$ cat config.mk
export PLATFORM = sky130hd
export DESIGN_NAME = interrupt_arbiter
export DESIGN_NICKNAME = d
export VERILOG_FILES = /design/src/rtl/interrupt_arbiter.sv
export SDC_FILE = /design/constraint.sdc
export NUM_CORES = 1
export LEC_CHECK = 0
export ABC_AREA = 0
export BUFFER_PORTS_ARGS = -buffer_cell sky130_fd_sc_hd__clkbuf_2
export CORE_AREA = 3 3 40 42
export DETAILED_ROUTE_END_ITERATION = 16
export DIE_AREA = 0 0 43 45
export HOLD_SLACK_MARGIN = 0.03
export PLACE_DENSITY = 0.73
export SYNTH_ARGS = -nofsm -noshare
export SYNTH_HDL_FRONTEND = slang
export SYNTH_SLANG_ARGS = --single-unit
$ cat constraint.sdc
create_clock -name clk -period 2.2 [get_ports clk]
set_clock_uncertainty 0.05 [all_clocks]
set_input_delay 0.11 -clock clk [delete_from_list [all_inputs] [get_ports clk]]
set_output_delay 0.11 -clock clk [all_outputs]
set_load 0.02 [all_outputs]
$ cat src/rtl/interrupt_arbiter.sv
// Nested-priority interrupt arbiter for three latched sources.
// Tracks handlers in service and masks sources at or below the active level.
module interrupt_arbiter (
  input  logic       clk,
  input  logic       rst,
  input  logic [2:0] indication,
  input  logic       ie,
  input  logic       ack,
  input  logic       eret,
  output logic       irq,
  output logic [1:0] irq_id,
  output logic [2:0] clear,
  output logic [2:0] in_service,
  output logic [1:0] depth
);

  logic       ack_ok;
  logic [2:0] onehot;
  logic [2:0] ins_nxt;
  logic [2:0] clr_nxt;
  logic [2:0] mask;
  logic [2:0] elig;
  logic       irq_nxt;
  logic [1:0] id_nxt;
  logic [1:0] depth_nxt;

  // eret wins over a coincident ack; the CPU re-samples irq
  always_comb begin
    ack_ok  = ack & irq & ~eret;
    onehot  = 3'b001 << irq_id;
    ins_nxt = in_service;
    clr_nxt = 3'b000;
    if (eret && (in_service != 3'b000)) begin
      if (in_service[2])
        ins_nxt[2] = 1'b0;
      else if (in_service[1])
        ins_nxt[1] = 1'b0;
      else
        ins_nxt[0] = 1'b0;
    end else if (ack_ok) begin
      ins_nxt = in_service | onehot;
      clr_nxt = onehot;
    end
  end

  // only sources strictly above the innermost active level may request
  always_comb begin
    if (ins_nxt[2])
      mask = 3'b000;
    else if (ins_nxt[1])
      mask = 3'b100;
    else if (ins_nxt[0])
      mask = 3'b110;
    else
      mask = 3'b111;
    elig    = indication & mask;
    irq_nxt = ie & (elig != 3'b000);
    if (elig[2])
      id_nxt = 2'd2;
    else if (elig[1])
      id_nxt = 2'd1;
    else if (elig[0])
      id_nxt = 2'd0;
    else
      id_nxt = irq_id;
    depth_nxt = {1'b0, ins_nxt[0]}
              + {1'b0, ins_nxt[1]}
              + {1'b0, ins_nxt[2]};
  end

  always_ff @(posedge clk) begin
    if (rst) begin
      irq        <= 1'b0;
      irq_id     <= 2'd0;
      clear      <= 3'b000;
      in_service <= 3'b000;
      depth      <= 2'd0;
    end else begin
      irq        <= irq_nxt;
      irq_id     <= id_nxt;
      clear      <= clr_nxt;
      in_service <= ins_nxt;
      depth      <= depth_nxt;
    end
  end

endmodule

==> flow_summary.json, run 1 <==
{
  "yosysUniqueCellTypes": 32,
  "synth_compound_area_share_pct": 21.2,
  "worstPathArrival_ps": 1910,
  "fin_crit_ps": 1800,
  "io_pins": 19,
  "syn2layout_area_growth_pct": 26.1,
  "fin_crit_sh_pct": 82.0,
  "synth-xor-area-share_pct": 1.71,
  "synth_fa_ha_area_share_pct": 3.90,
  "clk_latency_ps": 260,
  "crit_path_end_kind": "flip-flop",
  "synth_top_family_by_area": "simple AND/OR/NAND/NOR gates",
  "cap_violations": 0,
  "syn_area_um2": 513,
  "drive_above_1_share_pct": 36.1,
  "grt_max_degree": 11,
  "totalWireLength_mm": 1.10,
  "finalHoldViolations": 0,
  "rows": 13,
  "fp.coreArea_um2": 1280,
  "status": "complete, no violations",
  "drc_errors": 0,
  "yosysTopAreaCell": "dfxtp_1",
  "numCtsBuffers": 3,
  "critPathRequiredTime_ps": 2300,
  "crit_type": "reg -> reg",
  "muxShareOfSynthArea_pct": 0,
  "clkSinkCount": 11,
  "syn_inst": 51,
  "synth_top_area_share_pct": 42.9,
  "synth.most_common_cell": "dfxtp_1",
  "via_count": 448,
  "drt_iter0_drc": 4,
  "synth_ff_type": "dfxtp_1",
  "power.density_nw_per_um2": 609,
  "fmax_mhz": 555,
  "fin_util_pct": 50.3,
  "critPathMaxFanout": 10,
  "die-area_um2": 1940,
  "fin_tns_setup_ps": 0,
  "ir_drop_mv": 0.339,
  "synthTopCellsByArea": "dfxtp_1 43%, fa_1 3.9%, nor2b_1 3.7%",
  "yosysSeqAreaShare_pct": 42.9,
  "grt_pass1_wl_mm": 1.84,
  "cpPeakStageDelay_ps": 530,
  "setup_viol": 0,
  "synth_edf_count": 0,
  "critical_path.slowest_cell": "dfxtp_1",
  "hold_slack_ps": 39.8,
  "r2r_slack_ps": 400,
  "startpoint_type": "flip-flop",
  "synthSimpleGateAreaFrac_pct": 25.1,
  "synth_seq_cells": 11,
  "antennaDiodeCount": 0,
  "avgViaCountPerCell": 5.15,
  "rsz0062_at_grt": "no",
  "worstPathCellList": "and4b_1, o21bai_2, inv_1, fa_1, nor2b_1",
  "track_usage_pct": 12.8,
  "hpwlAfterDp_um": 830,
  "worst_slew_pin_slew_ps": 352,
  "die_h_um": 45,
  "hp-class": "in -> reg",
  "synth_area_per_cell_um2": 10.1,
  "grt.overflow.total": 0,
  "syn-num-nets": 60,
  "nets": 82,
  "clockRootBuffer": "clkbuf_4",
  "cts_tree": "built",
  "path_clk_slew_ps": 70,
  "die_w_um": 43,
  "antenna_found_initial": 0,
  "start_util_pct": 39.9,
  "gp_congestion": 0.774,
  "leakage_nw": 0.296,
  "io_buffers": 18,
  "htreeDepth": 1,
  "synth_commonest_cells": "11 x dfxtp_1, 4 x inv_1, 4 x nor2_1",
  "wire_per_inst_um": 12.6,
  "slew_headroom_pct": 76.5,
  "cts_buffer_depth": 2,
  "first_global_vias": 386,
  "async_reset_ff_share_pct": 0,
  "first_pass_iters": 4,
  "antenna_left": 0,
  "drv_slew": 0,
  "fillerInstances": 121,
  "yosysWarnings": 0
}
[cell type report]
cell class / instances / area (µm²) / area share, %
Clock buffer: 4 / 26.3 / 4.06
Inverter: 4 / 15.0 / 2.32
Multi-Input combinational cell: 34 / 267 / 41.2
Sequential cell: 11 / 220 / 34.0
Tap cell: 15 / 18.8 / 2.90
Timing Repair Buffer: 19 / 100 / 15.5
[stage by stage]
stage	cells	setup WS [ps]	total power [mW]	area, µm²
2_1_floorplan	51	404	0.244	513
3_3_place_gp	82	410	0.260	611
3_5_place_dp	82	399	0.261	611
4_1_cts	87	385	0.398	647
5_1_grt	87	264	0.416	647
6_report	87	397	0.394	647
[path summary, 6_finish.rpt]
kind / start / to / cells past startpoint
min: ie / irq / 3
max reg2reg: irq_id[0] / depth[0] / 5
min reg2reg: irq / clear[2] / 2
max: irq_id[0] / depth[0] / 5
[layout by cell type, fill, tap and decap left out, drive strengths merged, types with 2 or more instances in the layout]
cell | synthesis | routed
dfxtp | 11 | 11
a211oi | 2 | 2
nor2b | 3 | 3
inv | 4 | 4
nor2 | 4 | 4
clkbuf | 1 | 22
nand2b | 2 | 2
[what timing repair did]
item | in CTS | in global routing
hold endpoints to repair | 1 | 0
hold buffers | 1 | 0
buffers inserted | 0 | 0
resized for setup | 0 | 0
[kinds of logic after synthesis]
logic type,after synthesis
compound gates,12
simple gates,20
buf+inv,6
xor+xnor,1
fa+ha+maj,1
flops,11
[routing by layer]
metal  track usage [%]  vias up  share of wire [%]
met1              16.8      192                 49
met5                 0        -                  0
met3              5.58        2                9.9
li1                  -      228                  -
met2              18.3       26                 40
met4              5.42        0                1.5
[state kept, by name, summed over array words and instances, names as in the netlist]
name and count:
clear 3, depth 2, irq_id 2, in_service 3, irq 1
[worst max-delay path: cells and delay by family (launching register included)]
kind | cells | cell delay [ps]
flops | 1 | 530
compound gates | 1 | 220
fa+ha+maj | 1 | 410
simple gates | 2 | 380
buf+inv | 1 | 90
[power breakdown]
part           leakage [nW]  switching, mW  internal [mW]
combinational         0.192         0.0260         0.0206
clock                0.0150         0.0661         0.0700
sequential           0.0894        0.00750          0.204
total                 0.296         0.0996          0.294
Power figures use the tool's default switching activity.
==> run 2, diff against run 1 <==
clock period = 1.8 ns   (was 2.2 ns; I/O delays follow)
==> run 2 against run 1 <==
Sequential power rose by 21%. Via count rose by 9.8%. Sequential share of layout area fell by 4.1 points. Register-to-register slack got worse by 240 ps. Clock-buffer cell count did not move. Hold slack improved by 19 ps. Wire length rose by 15%. Die area did not move. Critical endpoint unchanged.
==> flow_summary.json, run 2 (synthesized netlist as in run 1, its figures left out) <==
{
  "start_util_pct": 39.9,
  "drc_errors": 0,
  "die-area_um2": 1940,
  "die_h_um": 45,
  "reg_top3": "clear x3, in_service x3",
  "io_pins": 19,
  "antennaDiodeCount": 0,
  "path_clk_slew_ps": 70,
  "cts_buffer_depth": 2,
  "fin_crit_sh_pct": 96.0,
  "worstPathCellList": "dlygate4sd3_1, buf_4, and4bb_2, a22oi_2, inv_1, fa_1, nor2b_1",
  "leakage_nw": 0.338,
  "cts_tree": "built",
  "crit_path_end_kind": "flip-flop",
  "startpoint_type": "primary input",
  "drv_slew": 0,
  "seqPwrFrac_pct": 51.4,
  "power.density_nw_per_um2": 678,
  "layout_commonest_cell": "clkbuf_2",
  "grt.overflow.total": 0,
  "via_count": 492,
  "rows": 13,
  "die_w_um": 43,
  "worst_slew_pin_slew_ps": 386,
  "grt_pass1_wl_mm": 2.06,
  "critPathRequiredTime_ps": 1900,
  "io_buffers": 18,
  "totalWireLength_mm": 1.26,
  "ir_drop_mv": 0.332,
  "setup_viol": 0,
  "first_pass_iters": 4,
  "first_global_vias": 461,
  "fillerInstances": 122,
  "drt_iter0_drc": 14,
  "track_usage_pct": 14.4,
  "antenna_left": 0,
  "avgViaCountPerCell": 5.23,
  "worstPathArrival_ps": 1830,
  "numCtsBuffers": 3,
  "comb_power_share_pct": 14.9,
  "antenna_found_initial": 0,
  "clk_latency_ps": 270,
  "grt_max_degree": 10,
  "syn2layout_area_growth_pct": 43.2,
  "rsz0062_at_grt": "no",
  "final_cell_area_um2": 734,
  "clockRootBuffer": "clkbuf_4",
  "nets": 89,
  "fin_crit_ps": 1730,
  "place_area_um2": 648,
  "fin_tns_setup_ps": 0,
  "critPathMaxFanout": 7,
  "p_int_mw": 0.370,
  "pwr-share-clk_pct": 33.7,
  "finalHoldViolations": 0,
  "power_switching_share_pct": 25.6,
  "gp_congestion": 0.756,
  "drive_above_1_share_pct": 43.0,
  "cpPeakStageDelay_ps": 530,
  "switching_power_mw": 0.128,
  "cap_violations": 0,
  "power.total_mw": 0.498,
  "fp.coreArea_um2": 1280,
  "crit_type": "in -> reg",
  "status": "complete, no violations",
  "hpwlAfterDp_um": 918,
  "clkSinkCount": 11,
  "fmax_mhz": 579,
  "hp-class": "in -> reg",
  "layout_common_cells": "17 x clkbuf_2, 11 x dfxtp_1, 6 x buf_4, 4 x inv_1, 4 x nor2_1",
  "htreeDepth": 1,
  "critical_path.slowest_cell": "dlygate4sd3_1",
  "wire_per_inst_um": 13.4,
  "slew_headroom_pct": 74.2
}
## run 2: final timing paths
kind	startpoint	endpoint	slack, ps	cells past startpoint
max	eret	depth[0]	70	7
min	indication[1]	irq_id[0]	60	3
max reg2reg	irq_id[1]	depth[0]	160	5
min reg2reg	irq_id[0]	irq_id[0]	500	2
## run 2: metrics by stage
| step | instances | hold WS, ps | utilization [%] | setup slack [ps] |
|---|---|---|---|---|
| after detailed placement | 87 | 283 | 50.4 | 162 |
| after CTS | 94 | 44.8 | 54.8 | 14.3 |
| final | 94 | 58.4 | 57.2 | 72.5 |
| after floorplan | 51 | 118 | - | 3.60 |
| after global placement | 87 | 282 | 50.4 | 184 |
| after global routing | 94 | 65.4 | 57.2 | 6.23 |
## run 2: what timing repair did
item	CTS	global route
hold buffers	3	0
setup endpoints to repair	0	2
setup buffers	0	0
gates resized for setup	0	5
hold endpoints to repair	3	0
## run 2: metal layers
layer / up-vias / track usage (%) / wire length (µm)
met1: 227 / 17.7 / 565
met4: 0 / 9.04 / 17
li1: 243 / - / -
met5: - / 0 / 0
met3: 2 / 2.39 / 75
met2: 20 / 23.7 / 597
## run 2: cell type report
| type | count | area [µm²] | area share, % |
|---|---|---|---|
| clock buffer | 4 | 26.3 | 3.58 |
| multi-input combinational | 34 | 294 | 40.0 |
| sequential | 11 | 220 | 30.0 |
| inverter | 4 | 15.0 | 2.04 |
| timing repair buffer | 26 | 160 | 21.8 |
| tap | 15 | 18.8 | 2.56 |
## run 2: worst max-delay path: cells and delay by family
family	cells	cell delay (ps)
adders and majority gates	1	430
and+or+nand+nor	2	380
AOI/OAI and AO/OA	1	170
buffers and inverters	3	750
## run 2: power by group through the flow
stage | clock network [mW] | logic, mW | registers, mW
5_1_grt | 0.185 | 0.0798 | 0.257
2_1_floorplan | 0 | 0.0303 | 0.267
3_5_place_dp | 0 | 0.0636 | 0.261
3_3_place_gp | 0 | 0.0630 | 0.260
4_1_cts | 0.174 | 0.0693 | 0.255
6_report | 0.168 | 0.0743 | 0.256
==> run 3, diff against run 2 <==
ABC_AREA = default   (was 0)
CAP_MARGIN = 20   (was default)
CORE_AREA = default   (was 3 3 40 42)
CORE_MARGIN = 3   (was default)
CORE_UTILIZATION = 30   (was default)
DIE_AREA = default   (was 0 0 43 45)
PLACE_DENSITY = 0.61   (was 0.73)
==> run 3 against run 2 <==
Highest routed layer unchanged. Total power down 1.6%. Fmax rose by 2.1%. Clock-buffer cell count did not move. Largest power group unchanged. Worst setup slack gained 35 ps. Clock power hardly changed. Utilization down 12 points. Die area is 16% higher.
==> flow_summary.json, run 3 (synthesized netlist as in run 1, its figures left out) <==
{
  "reg_top3": "clear x3, in_service x3",
  "clockRootBuffer": "clkbuf_4",
  "wire_per_inst_um": 12.9,
  "worstPathArrival_ps": 1800,
  "fp.coreArea_um2": 1560,
  "crit_path_end_kind": "flip-flop",
  "rsz0062_at_grt": "no",
  "worst_slew_pin_slew_ps": 368,
  "die_w_um": 47.4,
  "postCtsSetupBuffers": 0,
  "slew_headroom_pct": 75.5,
  "crit_type": "reg -> reg",
  "first_pass_iters": 5,
  "track_usage_pct": 12.4,
  "ctsResizeCount": 0,
  "critPathMaxFanout": 6,
  "io_buffers": 18,
  "io_pins": 19,
  "cts_buffer_depth": 2,
  "leakage_nw": 0.325,
  "antennaDiodeCount": 0,
  "nets": 88,
  "worstPathCellList": "and4bb_2, a22oi_2, inv_1, fa_1, nor2b_1",
  "start_util_pct": 32.9,
  "cp_top_family": "adder cells",
  "cts_tree": "built",
  "ir_drop_mv": 0.411,
  "numCtsBuffers": 3,
  "htreeDepth": 1,
  "cp.buffers_inverters": 1,
  "critPathRequiredTime_ps": 1910,
  "hpwlAfterDp_um": 937,
  "finalHoldViolations": 0,
  "setup_viol": 0,
  "drive_above_1_share_pct": 38.5,
  "via_count": 477,
  "die_h_um": 47.4,
  "antenna_found_initial": 0,
  "status": "complete, no violations",
  "avgViaCountPerCell": 5.07,
  "totalWireLength_mm": 1.21,
  "fin_tns_setup_ps": 0,
  "grt_max_degree": 10,
  "startpoint_type": "flip-flop",
  "cpPeakStageDelay_ps": 440,
  "gp_congestion": 0.793,
  "critical_path.slowest_cell": "fa_1",
  "fin_crit_sh_pct": 94.0,
  "grt_pass1_wl_mm": 1.78,
  "grt.overflow.total": 0,
  "drv_slew": 0,
  "drc_errors": 0,
  "setup_ws_ps": 108,
  "fin_crit_ps": 1690,
  "clkSinkCount": 11,
  "power.density_nw_per_um2": 702,
  "die-area_um2": 2240,
  "layout_common_cells": "18 x clkbuf_2, 11 x dfxtp_1, 4 x inv_1, 4 x nor2_1, 4 x buf_4",
  "cap_violations": 0,
  "hp-class": "in -> reg",
  "pre_cts_ws_ps": 117,
  "syn2layout_area_growth_pct": 36.1,
  "clk_latency_ps": 260,
  "fmax_mhz": 591,
  "drt_iter0_drc": 6,
  "layout_commonest_cell": "clkbuf_2",
  "path_clk_slew_ps": 70,
  "hold_slack_ps": 57.2,
  "antenna_left": 0,
  "first_global_vias": 394,
  "rows": 14
}
==> run 3: metrics by stage <==
step                utilization, %  std cells  area, µm²  power (mW)
finish                        44.8         94        698       0.490
global route                  44.8         94        698       0.516
CTS                           44.8         94        698       0.502
detailed placement            41.2         87        642       0.326
global placement              41.2         87        642       0.325
floorplan                        -         51        513       0.298
==> run 3: cell type report <==
cell class / count / area, µm²
Clock buffer: 4 / 26.3
Inverter: 4 / 15.0
Tap cell: 16 / 20.0
Fill cell: 158 / 861
Timing Repair Buffer: 25 / 150
Sequential cell: 11 / 220
Multi-Input combinational cell: 34 / 267
==> run 3: worst min-delay path, stage by stage <==
cell	delay, ps
clkbuf_2	100
nand2b_1	80
a221oi_2	60
==> run 3: where the power goes <==
part           switching, mW  internal (mW)  total (mW)
Combinational         0.0364         0.0328      0.0692
Sequential           0.00699          0.249       0.256
Clock                 0.0789         0.0857       0.165
==> run 3: timing repair <==
| action | 4_1_cts | 5_1_grt |
|---|---|---|
| endpoints found under the hold margin | 3 | 0 |
| hold buffers | 3 | 0 |
| endpoints found under the setup margin | 0 | 0 |
==> run 3: path summary, 6_finish.rpt <==
check,from,to,depth (start not counted),slack [ps]
setup reg to reg,irq_id[1],depth[0],5,110
setup / recovery,irq_id[1],depth[0],5,110
hold / removal,indication[1],irq_id[0],3,60
hold reg to reg,irq_id[1],irq_id[1],2,480
==> run 3: layer usage <==
layer  part of all wire (%)  GRT usage (%)
met2                     45           17.9
met1                     46           15.1
met4                    1.6           4.97
met5                      0              0
met3                    6.9           6.90
